==> src/rtl/rect_sched_pkg.sv <==
// Shared constants and types for the rectifier-sharing scheduler.
// The tag travels alongside each sample through the fixed-latency rectifier.
package rect_sched_pkg;

    localparam int NUM_CH = 4;
    localparam int DATA_W = 9;
    localparam int CH_W   = $clog2(NUM_CH);

    // -256 has no positive 9-bit counterpart, so it is nudged to -255 before rectification
    localparam logic [DATA_W-1:0] SAT_IN  = 9'h100;
    localparam logic [DATA_W-1:0] SAT_OUT = 9'h101;

    typedef struct packed {
        logic            valid;
        logic [CH_W-1:0] ch;
    } tag_t;

endpackage

==> src/rtl/rect_share_sched_rr_arbiter.sv <==
// Round-robin arbiter: grants the first requester at or after the pointer,
// and moves the pointer past the winner only when the grant is accepted.
module rr_arbiter #(
    parameter int NUM_CH = 4,
    parameter int CH_W   = $clog2(NUM_CH)
) (
    input  logic              clk,
    input  logic              rst,
    input  logic [NUM_CH-1:0] req,
    input  logic              accept,
    output logic [NUM_CH-1:0] grant,
    output logic [CH_W-1:0]   grant_idx,
    output logic              any
);

    logic [CH_W-1:0] ptr_reg;
    logic [CH_W-1:0] ptr_next;
    logic [CH_W:0]   sum;
    logic [CH_W-1:0] cand;

    // Scan offsets from the far end so the nearest requester is written last
    always_comb begin
        grant_idx = '0;
        any       = 1'b0;
        sum       = '0;
        cand      = '0;
        for (int i = NUM_CH - 1; i >= 0; i--) begin
            sum = {1'b0, ptr_reg} + (CH_W + 1)'(i);
            if (sum >= (CH_W + 1)'(NUM_CH)) begin
                sum = sum - (CH_W + 1)'(NUM_CH);
            end
            cand = sum[CH_W-1:0];
            if (req[cand]) begin
                grant_idx = cand;
                any       = 1'b1;
            end
        end
    end

    always_comb begin
        grant = '0;
        if (any) begin
            grant = NUM_CH'(1) << grant_idx;
        end
    end

    always_comb begin
        ptr_next = ptr_reg;
        if (accept) begin
            ptr_next = (grant_idx == CH_W'(NUM_CH - 1)) ? '0 : grant_idx + CH_W'(1);
        end
    end

    always_ff @(posedge clk or posedge rst) begin
        if (rst) begin
            ptr_reg <= '0;
        end else begin
            ptr_reg <= ptr_next;
        end
    end

endmodule

==> src/rtl/rect_share_sched.sv <==
// Time-shares one fixed-latency rectifier between several channels, tagging
// each sample with its channel and only issuing when the output FIFO can absorb it.
module rect_share_sched #(
    parameter int NUM_CH     = 4,
    parameter int DATA_W     = 9,
    parameter int RECT_LAT   = 2,
    parameter int FIFO_DEPTH = 4
) (
    input  logic                       clk,
    input  logic                       rst,
    input  logic [NUM_CH-1:0]          in_valid,
    input  logic [NUM_CH*DATA_W-1:0]   in_data,
    output logic [NUM_CH-1:0]          in_ready,
    output logic [DATA_W-1:0]          rect_data,
    input  logic [DATA_W-1:0]          rect_result,
    output logic                       out_valid,
    output logic [DATA_W-1:0]          out_data,
    output logic [$clog2(NUM_CH)-1:0]  out_ch,
    input  logic                       out_ready,
    output logic                       busy
);

    import rect_sched_pkg::*;

    localparam int CH_W   = $clog2(NUM_CH);
    // Stage 0 sits beside rect_data; stage RECT_LAT lines up with rect_result
    localparam int STAGES = RECT_LAT + 1;
    localparam int PTR_W  = $clog2(FIFO_DEPTH);
    localparam int CNT_W  = $clog2(FIFO_DEPTH + STAGES + 1) + 1;

    logic [DATA_W-1:0] sample [NUM_CH];

    generate
        for (genvar gi = 0; gi < NUM_CH; gi++) begin : g_unpack
            assign sample[gi] = in_data[gi*DATA_W +: DATA_W];
        end
    endgenerate

    logic [NUM_CH-1:0] grant;
    logic [CH_W-1:0]   grant_idx;
    logic              req_any;
    logic              can_issue;
    logic              transfer;

    rr_arbiter #(
        .NUM_CH (NUM_CH),
        .CH_W   (CH_W)
    ) u_arb (
        .clk       (clk),
        .rst       (rst),
        .req       (in_valid),
        .accept    (transfer),
        .grant     (grant),
        .grant_idx (grant_idx),
        .any       (req_any)
    );

    tag_t              tag_reg [STAGES];
    logic [PTR_W-1:0]  wr_ptr_reg;
    logic [PTR_W-1:0]  rd_ptr_reg;
    logic [PTR_W:0]    fifo_count_reg;
    logic [CNT_W-1:0]  inflight_count;
    logic              push;
    logic              pop;
    logic              fifo_full;

    logic [DATA_W-1:0] fifo_data [FIFO_DEPTH];
    logic [CH_W-1:0]   fifo_ch   [FIFO_DEPTH];

    always_comb begin
        inflight_count = '0;
        for (int s = 0; s < STAGES; s++) begin
            inflight_count = inflight_count + CNT_W'(tag_reg[s].valid);
        end
    end

    assign push      = tag_reg[STAGES-1].valid;
    assign out_valid = (fifo_count_reg != '0);
    assign pop       = out_valid & out_ready;
    assign fifo_full = (fifo_count_reg == (PTR_W + 1)'(FIFO_DEPTH));

    // Every in-flight sample already owns a FIFO slot, so nothing can be dropped
    assign can_issue = (CNT_W'(fifo_count_reg) - CNT_W'(pop) + inflight_count + CNT_W'(1))
                       <= CNT_W'(FIFO_DEPTH);
    assign transfer  = req_any & can_issue & ~rst;
    assign in_ready  = grant & {NUM_CH{can_issue & ~rst}};

    always_ff @(posedge clk or posedge rst) begin
        if (rst) begin
            rect_data <= '0;
        end else if (transfer) begin
            rect_data <= (sample[grant_idx] == SAT_IN) ? SAT_OUT : sample[grant_idx];
        end
    end

    always_ff @(posedge clk or posedge rst) begin
        if (rst) begin
            for (int s = 0; s < STAGES; s++) begin
                tag_reg[s] <= '0;
            end
        end else begin
            tag_reg[0].valid <= transfer;
            tag_reg[0].ch    <= transfer ? grant_idx : '0;
            for (int s = 1; s < STAGES; s++) begin
                tag_reg[s] <= tag_reg[s-1];
            end
        end
    end

    always_ff @(posedge clk) begin
        if (push) begin
            fifo_data[wr_ptr_reg] <= rect_result;
            fifo_ch[wr_ptr_reg]   <= tag_reg[STAGES-1].ch;
        end
    end

    always_ff @(posedge clk or posedge rst) begin
        if (rst) begin
            wr_ptr_reg     <= '0;
            rd_ptr_reg     <= '0;
            fifo_count_reg <= '0;
        end else begin
            wr_ptr_reg     <= wr_ptr_reg + PTR_W'(push);
            rd_ptr_reg     <= rd_ptr_reg + PTR_W'(pop);
            fifo_count_reg <= fifo_count_reg + (PTR_W + 1)'(push) - (PTR_W + 1)'(pop);
        end
    end

    assign out_data = out_valid ? fifo_data[rd_ptr_reg] : '0;
    assign out_ch   = out_valid ? fifo_ch[rd_ptr_reg]   : '0;
    assign busy     = (inflight_count != '0) | (fifo_count_reg != '0);

    no_overflow: assert property (@(posedge clk) disable iff (rst) !(push && fifo_full && !pop));

endmodule
==> config.mk <==
export PLATFORM = sky130hd
export DESIGN_NAME = rect_share_sched
export DESIGN_NICKNAME = d
export VERILOG_FILES = /design/src/rtl/rect_sched_pkg.sv /design/src/rtl/rect_share_sched_rr_arbiter.sv /design/src/rtl/rect_share_sched.sv
export SDC_FILE = /design/constraint.sdc
export NUM_CORES = 1
export LEC_CHECK = 0
export CAP_MARGIN = 20
export CELL_PAD_IN_SITES_DETAIL_PLACEMENT = 1
export CELL_PAD_IN_SITES_GLOBAL_PLACEMENT = 2
export CORE_MARGIN = 3
export CORE_UTILIZATION = 36
export CTS_BUF_LIST = sky130_fd_sc_hd__clkbuf_16
export CTS_CLUSTER_DIAMETER = 150
export DETAILED_ROUTE_END_ITERATION = 7
export PLACE_DENSITY_LB_ADDON = 0.08
export SYNTH_ARGS = -nofsm -noshare
export SYNTH_HDL_FRONTEND = slang
export SYNTH_SLANG_ARGS = --single-unit
==> constraint.sdc <==
create_clock -name clk -period 7.8 [get_ports clk]
set_clock_uncertainty 0.05 [all_clocks]
set_input_delay 1.95 -clock clk [delete_from_list [all_inputs] [get_ports clk]]
set_output_delay 1.95 -clock clk [all_outputs]
set_load 0.005 [all_outputs]
After elaboration in Yosys (flattened, before gate mapping):

Memory sizes are Yosys's and may differ from the RTL's.
Cells that the tools add are included.

* register bits after elaboration: 27
* input port bits: 52
* memories kept: 2
* output and inout bits: 26
* RAM bits: 44

Memory list
* fifo_data: words 4, width 9, read ports 1, clocked after memory_dff 0, wr ports 1, RTL line rect_share_sched.sv:67 `logic [DATA_W-1:0] fifo_data [FIFO_DEPTH];`
* fifo_ch: words 4, width 2, read ports 1, clocked after memory_dff 0, wr ports 1, RTL line rect_share_sched.sv:68 `logic [CH_W-1:0] fifo_ch [FIFO_DEPTH];`

* bitwise gates (word level): 8
* order comparisons: 10
* add/sub/neg operators: 17
* mux-type cells: 31
* reduce and logical (&&, ||, !) cells: 2
* shift-type cells: 1
* equal/unequal tests: 2

Operators with widths (count)
* $mux 9: 4
* $mux 2: 11
* $bmux 9 s2: 1
* $ge 3x3->1 const B: 4
* $lt 2x3->1 const B: 4
* $mux 1: 10
* $eq 9x9->1 const B: 1
* $bmux 1 s2: 4
* $sub 2x1->2 const B: 4
* $add 2x2->3 const B: 2
* $add 2x1->2: 2
* $add 4x1->4 const B: 1
* $add 4x3->4: 1
* $and 1x1->1: 4
* $and 4x4->4: 1
* $le 4x3->1 const B: 1
* $mux 4: 1
* $reduce_bool 4->1: 1
* $shl 1x2->4 const A: 1
* $sub 3x1->4: 1
* $add 2x1->3: 1
* $add 2x1->3 const B: 1
* $add 3x1->3: 1
* $ge 2x3->1 const B: 1
* other kinds (8): 8

Logic depth before layout (Yosys ltp):

Gate-level depths: netlist of run 1.

* depth in word-level cells: 15
* gate-level depth with buffers: 11

By module:

A second synthesis of run 1 with hierarchy kept.

* cell total of the unflattened synthesis: 194
* area total of the unflattened synthesis: 3266.9 um^2

Modules (own cells, without submodules)
* rect_share_sched: area an instance 2997.9 um^2, instances 1, cells each 161
* rr_arbiter: area an instance 269.0 um^2, instances 1, cells each 33

Least setup slack after synthesis of run 1:

Ideal clock, no wire load.

* path kind: in2out
* start point: input out_ready
* end point: output in_ready[0]
* cell stages on the path: 8
* setup slack: 2165 ps
* path buffers: 0
* required time: 5800 ps
* arrival time: 3635 ps
* path through: nand2_1 -> fa_1 -> inv_1 -> fa_1 -> nor2b_1 -> o21ai_0 -> inv_1 -> and2_1

* word-level cells in the longest chain between the ends: 7

Ends and longest elaborated chain
* start: declaration: RTL line rect_share_sched.sv:19 `input logic out_ready,`
* $and 1x1->1: RTL line rect_share_sched.sv:79 `assign pop = out_valid & out_ready;`
* $sub 3x1->4: RTL line rect_share_sched.sv:83 `assign can_issue = (CNT_W'(fifo_count_reg) - CNT_W'(pop) + inflight_count + CNT_W'(1))`
* $add 4x3->4: RTL line rect_share_sched.sv:83
* $add 4x1->4: RTL line rect_share_sched.sv:83
* $le 4x3->1: RTL line rect_share_sched.sv:84 `<= CNT_W'(FIFO_DEPTH);`
* $and 1x1->1: RTL line rect_share_sched.sv:86 `assign in_ready = grant & {NUM_CH{can_issue & ~rst}};`
* $and 4x4->4: RTL line rect_share_sched.sv:86
* end: declaration: RTL line rect_share_sched.sv:13 `output logic [NUM_CH-1:0] in_ready,`

No other way between the ends.

Worst setup path after layout of run 1:

* start point: input out_ready
* end point: output in_ready[2]

The elaborated chain is that of the path after synthesis.

==> metrics.csv, run 1 <==
metric,value,unit
launch_point_of_the_critical_path,out_ready,
total_global_routing_track_utilization,15.4,%
placement_rows,34,
crit-reg2reg-launch,u_arb.ptr_reg[0],
critPathTopFamily,buffers and inverters,
ys.flop_type,sky130_fd_sc_hd__edfxtp_1,
synth.cells.most_frequent,"sky130_fd_sc_hd__edfxtp_1 (44), sky130_fd_sc_hd__dfrtp_1 (27), sky130_fd_sc_hd__nand2_1 (18), sky130_fd_sc_hd__and2_1 (16), sky130_fd_sc_hd__and3_1 (16)",
synth_enable_flop_cells,44,
post_drt_via_cell_ratio,4.97,
start_util,37.3,%
drt_iter0_markers,110,
setup_viol,0,
global_placement_routability_congestion,0.688,
insertedDiodeCount,0,
routed-wl-met2,3280,µm
slew_violations,0,
worstPathArrival,4.78,ns
clk_path_buf_depth,2,
min-delay-start,tag_reg[7],
power.static_leakage,1.75,nW
cts_made_buffers,9,
drt-met1-wl,3520,µm
critPathBufInv,5,
detail_route.drc_violations,0,
die_width,102,µm
slew-limit-headroom,33.5,%
clock.fmax,148,MHz
critical_path_cell_count,11,
core,8810,µm²
tns,0,ns
cts.clk_slew.worst_paths,0.06,ns
via_count,2118,
timing_hold_violations_final,0,
synth-seq-cells,71,
detailed_place_hpwl,5300,µm
tritoncts_clock_tree,done,
detailed_routing_iterations_pass_1,4,
reg_top3,"fifo_data x36, rect_data x9",
yosys.area.top_type_share,40.2,%
yosys.cell_types.count,40,
power_per_cell_area,381,nW/µm²
worst_setup_path_end_kind,output pin,
grt-ovfl-total,0,
cts.hold.buffers_added,0,
wl_met3,384,µm
maxCapViolCount,0,
ir_worst_vdd,0.131,mV
finalCoreUtilization,51.0,%
first_global_vias,2313,
grt_start_max_net_pins,28,
netlist_top_cells_area,"sky130_fd_sc_hd__edfxtp_1 (40%), sky130_fd_sc_hd__dfrtp_1 (21%), sky130_fd_sc_hd__mux4_2 (7.5%), sky130_fd_sc_hd__ha_1 (3.4%), sky130_fd_sc_hd__and2_1 (3.0%)",
port_buffers,77,
hold_path.class,flop to flop,
setup_repair_after_global_routing_missed_its_margin,false,
cp_slowest_stage_delay,0.46,ns
design.die.area,10300,µm²
postCtsSetupRepairBufs,0,
tritoncts_num_sinks,71,
area_delta_synth_final,36.7,%
netlist.top_cell.by_area,sky130_fd_sc_hd__edfxtp_1,
routed_wl,7290,µm
ant_nets,0,
initial_antenna_violation_count,0,
post_cts_resized,0,
yosys.cell_count.top_type,sky130_fd_sc_hd__edfxtp_1,
synthCells,231,
layout_worst_path_cycle_share,86.9,%
synth.yosys.seq_area_share,60.8,%
timing.critical_path.fanout_max,22,
wire_per_inst,17.1,µm
clk_latency,0.33,ns
flip_flop_count_of_the_largest_register_after_layout,36,
fraction_of_synthesis_flops_using_an_asynchronous_set_or_reset_pin,38.0,%
timing_worst_slew_pin_value,0.996,ns
timing.critical_path.from_type,input pin,
syn_area_per_cell,14.2,µm²
setup.worst_path.class,input pin to output pin,
status,"finished, final reports clean",
period_minus_slack,6.78,ns
largest-register,fifo_data,
root_buffer,sky130_fd_sc_hd__clkbuf_16,
min_path_cells,0,
total_number_of_h_tree_levels,3,
cp_cell_sequence,"clkdlybuf4s50_1, nand2_1, fa_1, inv_1, fa_1, nor2b_1, o21ai_1, buf_4, inv_1, and2_1, clkdlybuf4s50_1",
worst-r2r-cell-count,8,
synthesis.nets,296,
grt_pass1_wl,11900,µm
io-pin-count,78,
ys.warnings.count,0,
cp.required,5.80,ns
post_synth_instance_area,3280,µm²
routed.top_layer,met4,
layout_cells_sized_above_1,12.6,%
dieHeight,102,µm
critical-path-slowest-cell,sky130_fd_sc_hd__clkdlybuf4s50_1,
nNetsFinal,378,
==> per-layer routing <==
layer,global-route usage [%],vias up
met5,0,-
met4,5.52,0
met3,5.03,8
met2,23.1,54
met1,21.0,1031
li1,-,1025
==> layout by cell type (no fill, tap or decap), types with 5 or more instances in the layout <==
master                            netlist  routed
sky130_fd_sc_hd__clkdlybuf4s50_1        0      77
sky130_fd_sc_hd__edfxtp_1              44      44
sky130_fd_sc_hd__dfrtp_1               27      27
sky130_fd_sc_hd__nand2_1               18      18
sky130_fd_sc_hd__and2_1                16      16
sky130_fd_sc_hd__and3_1                16      16
sky130_fd_sc_hd__inv_1                 12      13
sky130_fd_sc_hd__a211oi_1              11      11
sky130_fd_sc_hd__mux4_2                11      11
sky130_fd_sc_hd__ha_1                   9       9
sky130_fd_sc_hd__clkbuf_16              0       9
sky130_fd_sc_hd__o31ai_1                7       7
sky130_fd_sc_hd__nor2_1                 5       5
==> area by class of cell <==
type	instances	area [µm²]
fillers	883	4320
flip-flops and latches	71	2000
multi-input cells	136	1170
repair buffers	82	832
clock buffers	9	225
well taps	108	135
clock inverters	7	73.8
inverters	13	53.8
==> stage by stage <==
| step | instance area (µm²) | power (mW) | worst slack [ns] | hold slack [ns] | cells |
|---|---|---|---|---|---|
| 2_1_floorplan | 3280 | 1.01 | 2.17 | 0.281 | 231 |
| 3_3_place_gp | 4150 | 1.30 | 1.07 | 0.283 | 408 |
| 3_5_place_dp | 4150 | 1.33 | 1.03 | 0.289 | 408 |
| 4_1_cts | 4450 | 1.74 | 0.975 | 0.302 | 424 |
| 5_1_grt | 4490 | 1.85 | 0.824 | 0.306 | 426 |
| 6_report | 4490 | 1.71 | 1.02 | 0.300 | 426 |
==> cells by family after synthesis <==
logic type	synth area share, %
xor+xnor	1.33
flops	60.8
buf+inv	3.62
mux	8.19
fa+ha+maj	5.87
compound gates	8.91
simple gates	11.3
==> worst paths after layout <==
path	end	slack (ns)
worst max-delay path	in_ready[2]	1.02
worst min-delay path	tag_reg[4]	0.30
min in group asynchronous	fifo_count_reg[0]	1.84
worst max register to register	rect_data[0]	4.63
max in group asynchronous	rect_data[6]	5.47
worst min register to register	tag_reg[4]	0.30
==> report_power, final <==
| group | switching, mW | total [mW] | internal [mW] |
|---|---|---|---|
| clock | 0.156 | 0.403 | 0.248 |
| combinational | 0.316 | 0.699 | 0.384 |
| sequential | 0.0909 | 0.606 | 0.515 |
(Power assumes the default switching activity.)
==> run 2, diff against run 1 <==
PLACE_DENSITY = 0.82   (was not set)
PLACE_DENSITY_LB_ADDON = not set   (was 0.08)
==> metrics.csv, run 2 (synthesis gave the netlist of run 1 again) <==
metric,value,unit,change
status,"finished, final reports clean",,unchanged
design.die.area,10300,µm²,unchanged
root_buffer,sky130_fd_sc_hd__clkbuf_16,,unchanged
largest-register,fifo_data,,unchanged
core,8810,µm²,unchanged
total_power,1.67,mW,was 1.71 mW
critical-path-slowest-cell,sky130_fd_sc_hd__clkdlybuf4s50_1,,unchanged
multi_input_comb_area,1170,µm²,about the same
maxCapViolCount,0,,unchanged
grt-ovfl-total,0,,unchanged
first_global_vias,2386,,was 2313
area_delta_synth_final,35.9,%,was 36.7%
detail_route.drc_violations,0,,unchanged
detailed_place_hpwl,5380,µm,was 5300 µm
grt_pass1_wl,12300,µm,was 11900 µm
flip_flop_count_of_the_largest_register_after_layout,36,,unchanged
cts.hold.buffers_added,0,,unchanged
cpMostUsedCell,sky130_fd_sc_hd__clkdlybuf4s50_1,,
io-pin-count,78,,unchanged
tritoncts_clock_tree,done,,unchanged
power_per_cell_area,374,nW/µm²,was 381 nW/µm²
tns,0,ns,unchanged
critPathBufInv,4,,was 5
global_route.usage.met2,25.7,%,was 23.1%
timing_worst_slew_pin_value,0.918,ns,was 0.996 ns
slew_violations,0,,unchanged
clock.fmax,147,MHz,was 148 MHz
post_cts_resized,0,,unchanged
clk_latency,0.32,ns,was 0.33 ns
initial_antenna_violation_count,0,,unchanged
hold_path.class,flop to flop,,unchanged
slew-limit-headroom,38.7,%,was 33.5%
die_width,102,µm,unchanged
layout.filler_cells,878,,was 883
port_buffers,77,,unchanged
critPathTopFamily,buffers and inverters,,unchanged
worstPathArrival,4.80,ns,was 4.78 ns
mostFrequentLayoutCell,sky130_fd_sc_hd__clkdlybuf4s50_1,,unchanged
dieHeight,102,µm,unchanged
nNetsFinal,379,,was 378
cp_cell_sequence,"clkdlybuf4s50_1, nand2_1, fa_1, ha_1, a21o_1, a211oi_1, o21ai_1, buf_4, inv_1, and2_1, clkdlybuf4s50_1",,"was clkdlybuf4s50_1, nand2_1, fa_1, inv_1, fa_1, nor2b_1, o21ai_1, buf_4, inv_1, and2_1, clkdlybuf4s50_1"
wire_per_inst,16.9,µm,was 17.1 µm
setup_viol,0,,unchanged
grt_most_used_layer,met2,,unchanged
routed_wl,7230,µm,was 7290 µm
detailed_routing_iterations_pass_1,5,,was 4
placement_rows,34,,unchanged
setup.worst_path.class,input pin to output pin,,unchanged
layout_cells_sized_above_1,12.5,%,was 12.6%
power.static_leakage,1.75,nW,about the same
worst_setup_path_end_kind,output pin,,unchanged
global_route_met1_utilization,19.6,%,was 21.0%
postCtsSetupRepairBufs,0,,unchanged
start_util,37.3,%,unchanged
cp_slowest_stage_delay,0.50,ns,was 0.46 ns
insertedDiodeCount,0,,unchanged
met3_usage,5.51,%,was 5.03%
global_placement_routability_congestion,0.711,,was 0.688
reg_top3,"fifo_data x36, rect_data x9",,unchanged
timing.critical_path.fanout_max,22,,unchanged
timing.critical_path.from_type,input pin,,unchanged
ant_nets,0,,unchanged
period_minus_slack,6.80,ns,was 6.78 ns
setup_repair_after_global_routing_missed_its_margin,false,,unchanged
timing_hold_violations_final,0,,unchanged
layout_worst_path_cycle_share,87.2,%,was 86.9%
commonest_cells_after_routing_fill_and_taps_aside,"sky130_fd_sc_hd__clkdlybuf4s50_1 (77), sky130_fd_sc_hd__edfxtp_1 (44), sky130_fd_sc_hd__dfrtp_1 (27), sky130_fd_sc_hd__nand2_1 (18)",,unchanged
post_drt_via_cell_ratio,5.11,,was 4.97
grt_start_max_net_pins,28,,unchanged
clk_path_buf_depth,2,,unchanged
total_number_of_h_tree_levels,3,,unchanged
tritoncts_num_sinks,71,,unchanged
cp.required,5.80,ns,about the same
register_cell_area_after_layout,2000,µm²,unchanged
ir_worst_vdd,0.130,mV,was 0.131 mV
total_global_routing_track_utilization,15.7,%,was 15.4%
cts.clk_slew.worst_paths,0.06,ns,about the same
via_count,2180,,was 2118
cts_made_buffers,9,,unchanged
drt_iter0_markers,81,,was 110
[run 2: area by class of cell]
class / count / share of cell area [%]
clock buffers: 9 / 5.04
inverters: 13 / 1.21
clock inverters: 7 / 1.09
repair buffers: 83 / 18.7
flip-flops and latches: 71 / 44.7
well taps: 108 / 3.03
multi-input cells: 136 / 26.2
[run 2: routing by layer]
metal	wire length, µm	up-vias
li1	-	1024
met5	0	-
met2	3550	69
met4	59	0
met1	3120	1082
met3	505	5
[run 2: metrics by stage]
| stage | utilization [%] | hold WS (ns) | cell area (µm²) | std cells | setup slack (ns) |
|---|---|---|---|---|---|
| final | 50.7 | 0.295 | 4460 | 427 | 1.00 |
| after global routing | 50.7 | 0.311 | 4460 | 427 | 0.827 |
| after CTS | 50.3 | 0.298 | 4430 | 425 | 0.959 |
| after floorplan | - | 0.281 | 3280 | 231 | 2.17 |
| after detailed placement | 47.2 | 0.290 | 4160 | 409 | 0.979 |
| after global placement | 47.2 | 0.283 | 4160 | 409 | 1.04 |
[run 2: final timing paths]
| kind | slack [ns] | startpoint | cells past startpoint | endpoint |
|---|---|---|---|---|
| max in group asynchronous | 5.50 | rst | 3 | tag_reg[4] |
| worst max register to register | 4.70 | fifo_count_reg[1] | 11 | u_arb.ptr_reg[1] |
| worst min-delay path | 0.30 | tag_reg[3] | 0 | tag_reg[0] |
| worst min register to register | 0.30 | tag_reg[3] | 0 | tag_reg[0] |
| min in group asynchronous | 1.82 | rst | 2 | fifo_count_reg[2] |
| worst max-delay path | 1.00 | out_ready | 11 | in_ready[1] |
[run 2: power breakdown]
group	switching, mW	internal [mW]	leakage, nW
combinational	0.312	0.384	0.874
sequential	0.0906	0.515	0.736
clock	0.150	0.215	0.137
total	0.553	1.11	1.75
==> run 3, diff against run 2 <==
--- a/config.mk
+++ b/config.mk
@@ -15,3 +15,4 @@
 export DETAILED_ROUTE_END_ITERATION = 7
-export PLACE_DENSITY = 0.82
+export PLACE_DENSITY_LB_ADDON = 0.1
+export SLEW_MARGIN = 20
 export SYNTH_ARGS = -nofsm -noshare
--- a/constraint.sdc
+++ b/constraint.sdc
@@ -4,2 +4,2 @@
 set_output_delay 1.95 -clock clk [all_outputs]
-set_load 0.005 [all_outputs]
+set_load 0.05 [all_outputs]
==> metrics.csv, run 3 (synthesis gave the netlist of run 1 again) <==
metric,value,unit,change
total_number_of_h_tree_levels,3,,unchanged
cts.clk_slew.worst_paths,0.05,ns,was 0.06 ns
period_minus_slack,6.96,ns,was 6.80 ns
ir_worst_vdd,0.169,mV,was 0.130 mV
power.static_leakage,1.78,nW,was 1.75 nW
slew_violations,0,,unchanged
detail_route.drc_violations,0,,unchanged
worstPathArrival,4.96,ns,was 4.80 ns
ant_nets,0,,unchanged
multi_input_comb_area,1170,µm²,unchanged
layout_cells_sized_above_1,12.9,%,was 12.5%
grt_pass1_wl,11900,µm,was 12300 µm
core,8810,µm²,unchanged
root_buffer,sky130_fd_sc_hd__clkbuf_16,,unchanged
timing_worst_slew_pin_value,0.994,ns,was 0.918 ns
flip_flop_count_of_the_largest_register_after_layout,36,,unchanged
timing.critical_path.fanout_max,20,,was 22
whs,0.297,ns,was 0.295 ns
largest-register,fifo_data,,unchanged
worst-r2r-cell-count,8,,was 11
hold_path.class,flop to flop,,unchanged
io-pin-count,78,,unchanged
register_cell_area_after_layout,2000,µm²,unchanged
grt-ovfl-total,0,,unchanged
area_delta_synth_final,38.0,%,was 35.9%
power_per_cell_area,454,nW/µm²,was 374 nW/µm²
postCtsSetupRepairBufs,0,,unchanged
setup.worst_path.class,input pin to output pin,,unchanged
setup_repair_after_global_routing_missed_its_margin,false,,unchanged
detailed_routing_iterations_pass_1,4,,was 5
cts_made_buffers,9,,unchanged
drt_iter0_markers,64,,was 81
routed_wl,7300,µm,was 7230 µm
tns,0,ns,unchanged
wire_per_inst,17.1,µm,was 16.9 µm
reg_top3,"fifo_data x36, rect_data x9",,unchanged
port_buffers,77,,unchanged
grt_start_max_net_pins,28,,unchanged
mostFrequentLayoutCell,sky130_fd_sc_hd__clkdlybuf4s50_1,,unchanged
die_width,102,µm,unchanged
commonest_cells_after_routing_fill_and_taps_aside,"sky130_fd_sc_hd__clkdlybuf4s50_1 (77), sky130_fd_sc_hd__edfxtp_1 (44), sky130_fd_sc_hd__dfrtp_1 (27), sky130_fd_sc_hd__nand2_1 (18)",,unchanged
post_cts_resized,0,,unchanged
tritoncts_num_sinks,71,,unchanged
detailed_place_hpwl,5220,µm,was 5380 µm
maxCapViolCount,0,,unchanged
global_placement_routability_congestion,0.730,,was 0.711
total_global_routing_track_utilization,15.5,%,was 15.7%
design.die.area,10300,µm²,unchanged
tritoncts_clock_tree,done,,unchanged
setup_ws,0.842,ns,was 1.00 ns
clk_path_buf_depth,2,,unchanged
slew-limit-headroom,33.6,%,was 38.7%
status,"finished, final reports clean",,unchanged
post-place-ws,0.839,ns,was 0.979 ns
cts.hold.buffers_added,0,,unchanged
worst_setup_path_end_kind,output pin,,unchanged
clock.fmax,144,MHz,was 147 MHz
first_global_vias,2314,,was 2386
min_path_cells,0,,unchanged
placement_rows,34,,unchanged
start_util,37.3,%,unchanged
nNetsFinal,379,,unchanged
post_drt_via_cell_ratio,5.04,,was 5.11
timing.critical_path.from_type,input pin,,unchanged
initial_antenna_violation_count,0,,unchanged
clk_latency,0.32,ns,about the same
dieHeight,102,µm,unchanged
layout_worst_path_cycle_share,89.2,%,was 87.2%
setup_viol,0,,unchanged
cp.required,5.80,ns,about the same
insertedDiodeCount,0,,unchanged
layout.filler_cells,896,,was 878
timing_hold_violations_final,0,,unchanged
via_count,2152,,was 2180
-- run 3: where the power goes --
part | internal, mW | total (mW) | switching [mW] | leakage, nW
combinational | 0.385 | 0.964 | 0.580 | 0.865
sequential | 0.515 | 0.605 | 0.0894 | 0.736
clock | 0.343 | 0.490 | 0.147 | 0.181
-- run 3: worst max-delay path: stages --
cell	delay (ns)
sky130_fd_sc_hd__clkdlybuf4s50_1	0.46
sky130_fd_sc_hd__nor2b_1	0.16
sky130_fd_sc_hd__o21bai_1	0.77
sky130_fd_sc_hd__and2_1	0.43
sky130_fd_sc_hd__inv_6	0.14
sky130_fd_sc_hd__ha_1	0.22
sky130_fd_sc_hd__and2_1	0.13
sky130_fd_sc_hd__clkdlybuf4s50_1	0.70
-- run 3: final cells by class --
cell class | count | area share, %
sequential | 71 | 44.1
multi-input combinational | 136 | 25.8
timing repair buffer | 83 | 18.0
clock buffer | 9 | 4.97
clock inverter | 7 | 3.04
tap | 108 | 2.98
inverter | 13 | 1.19
-- run 3: path summary, 6_finish.rpt --
kind                            slack (ns)                end        startpoint
worst min-delay path                  0.30         tag_reg[1]        tag_reg[4]
worst min register to register        0.30         tag_reg[1]        tag_reg[4]
worst max register to register        4.69       rect_data[0]  u_arb.ptr_reg[0]
max in group asynchronous             5.34         tag_reg[6]               rst
worst max-delay path                  0.84        in_ready[1]       in_valid[0]
min in group asynchronous             1.99  fifo_count_reg[2]               rst
-- run 3: metal layers --
metal,global-route usage [%],wire (µm)
met1,19.9,3260
met2,24.5,3510
met3,5.17,435
met4,5.52,103
met5,0,0
-- run 3: metrics by stage --
step | area [µm²] | power (mW) | instances | util [%]
finish | 4530 | 2.06 | 427 | 51.5
CTS | 4530 | 2.09 | 426 | 51.4
detailed placement | 4160 | 1.59 | 410 | 47.3
global placement | 4160 | 1.58 | 410 | 47.3
global route | 4530 | 2.20 | 427 | 51.5
floorplan | 3280 | 1.28 | 231 | -
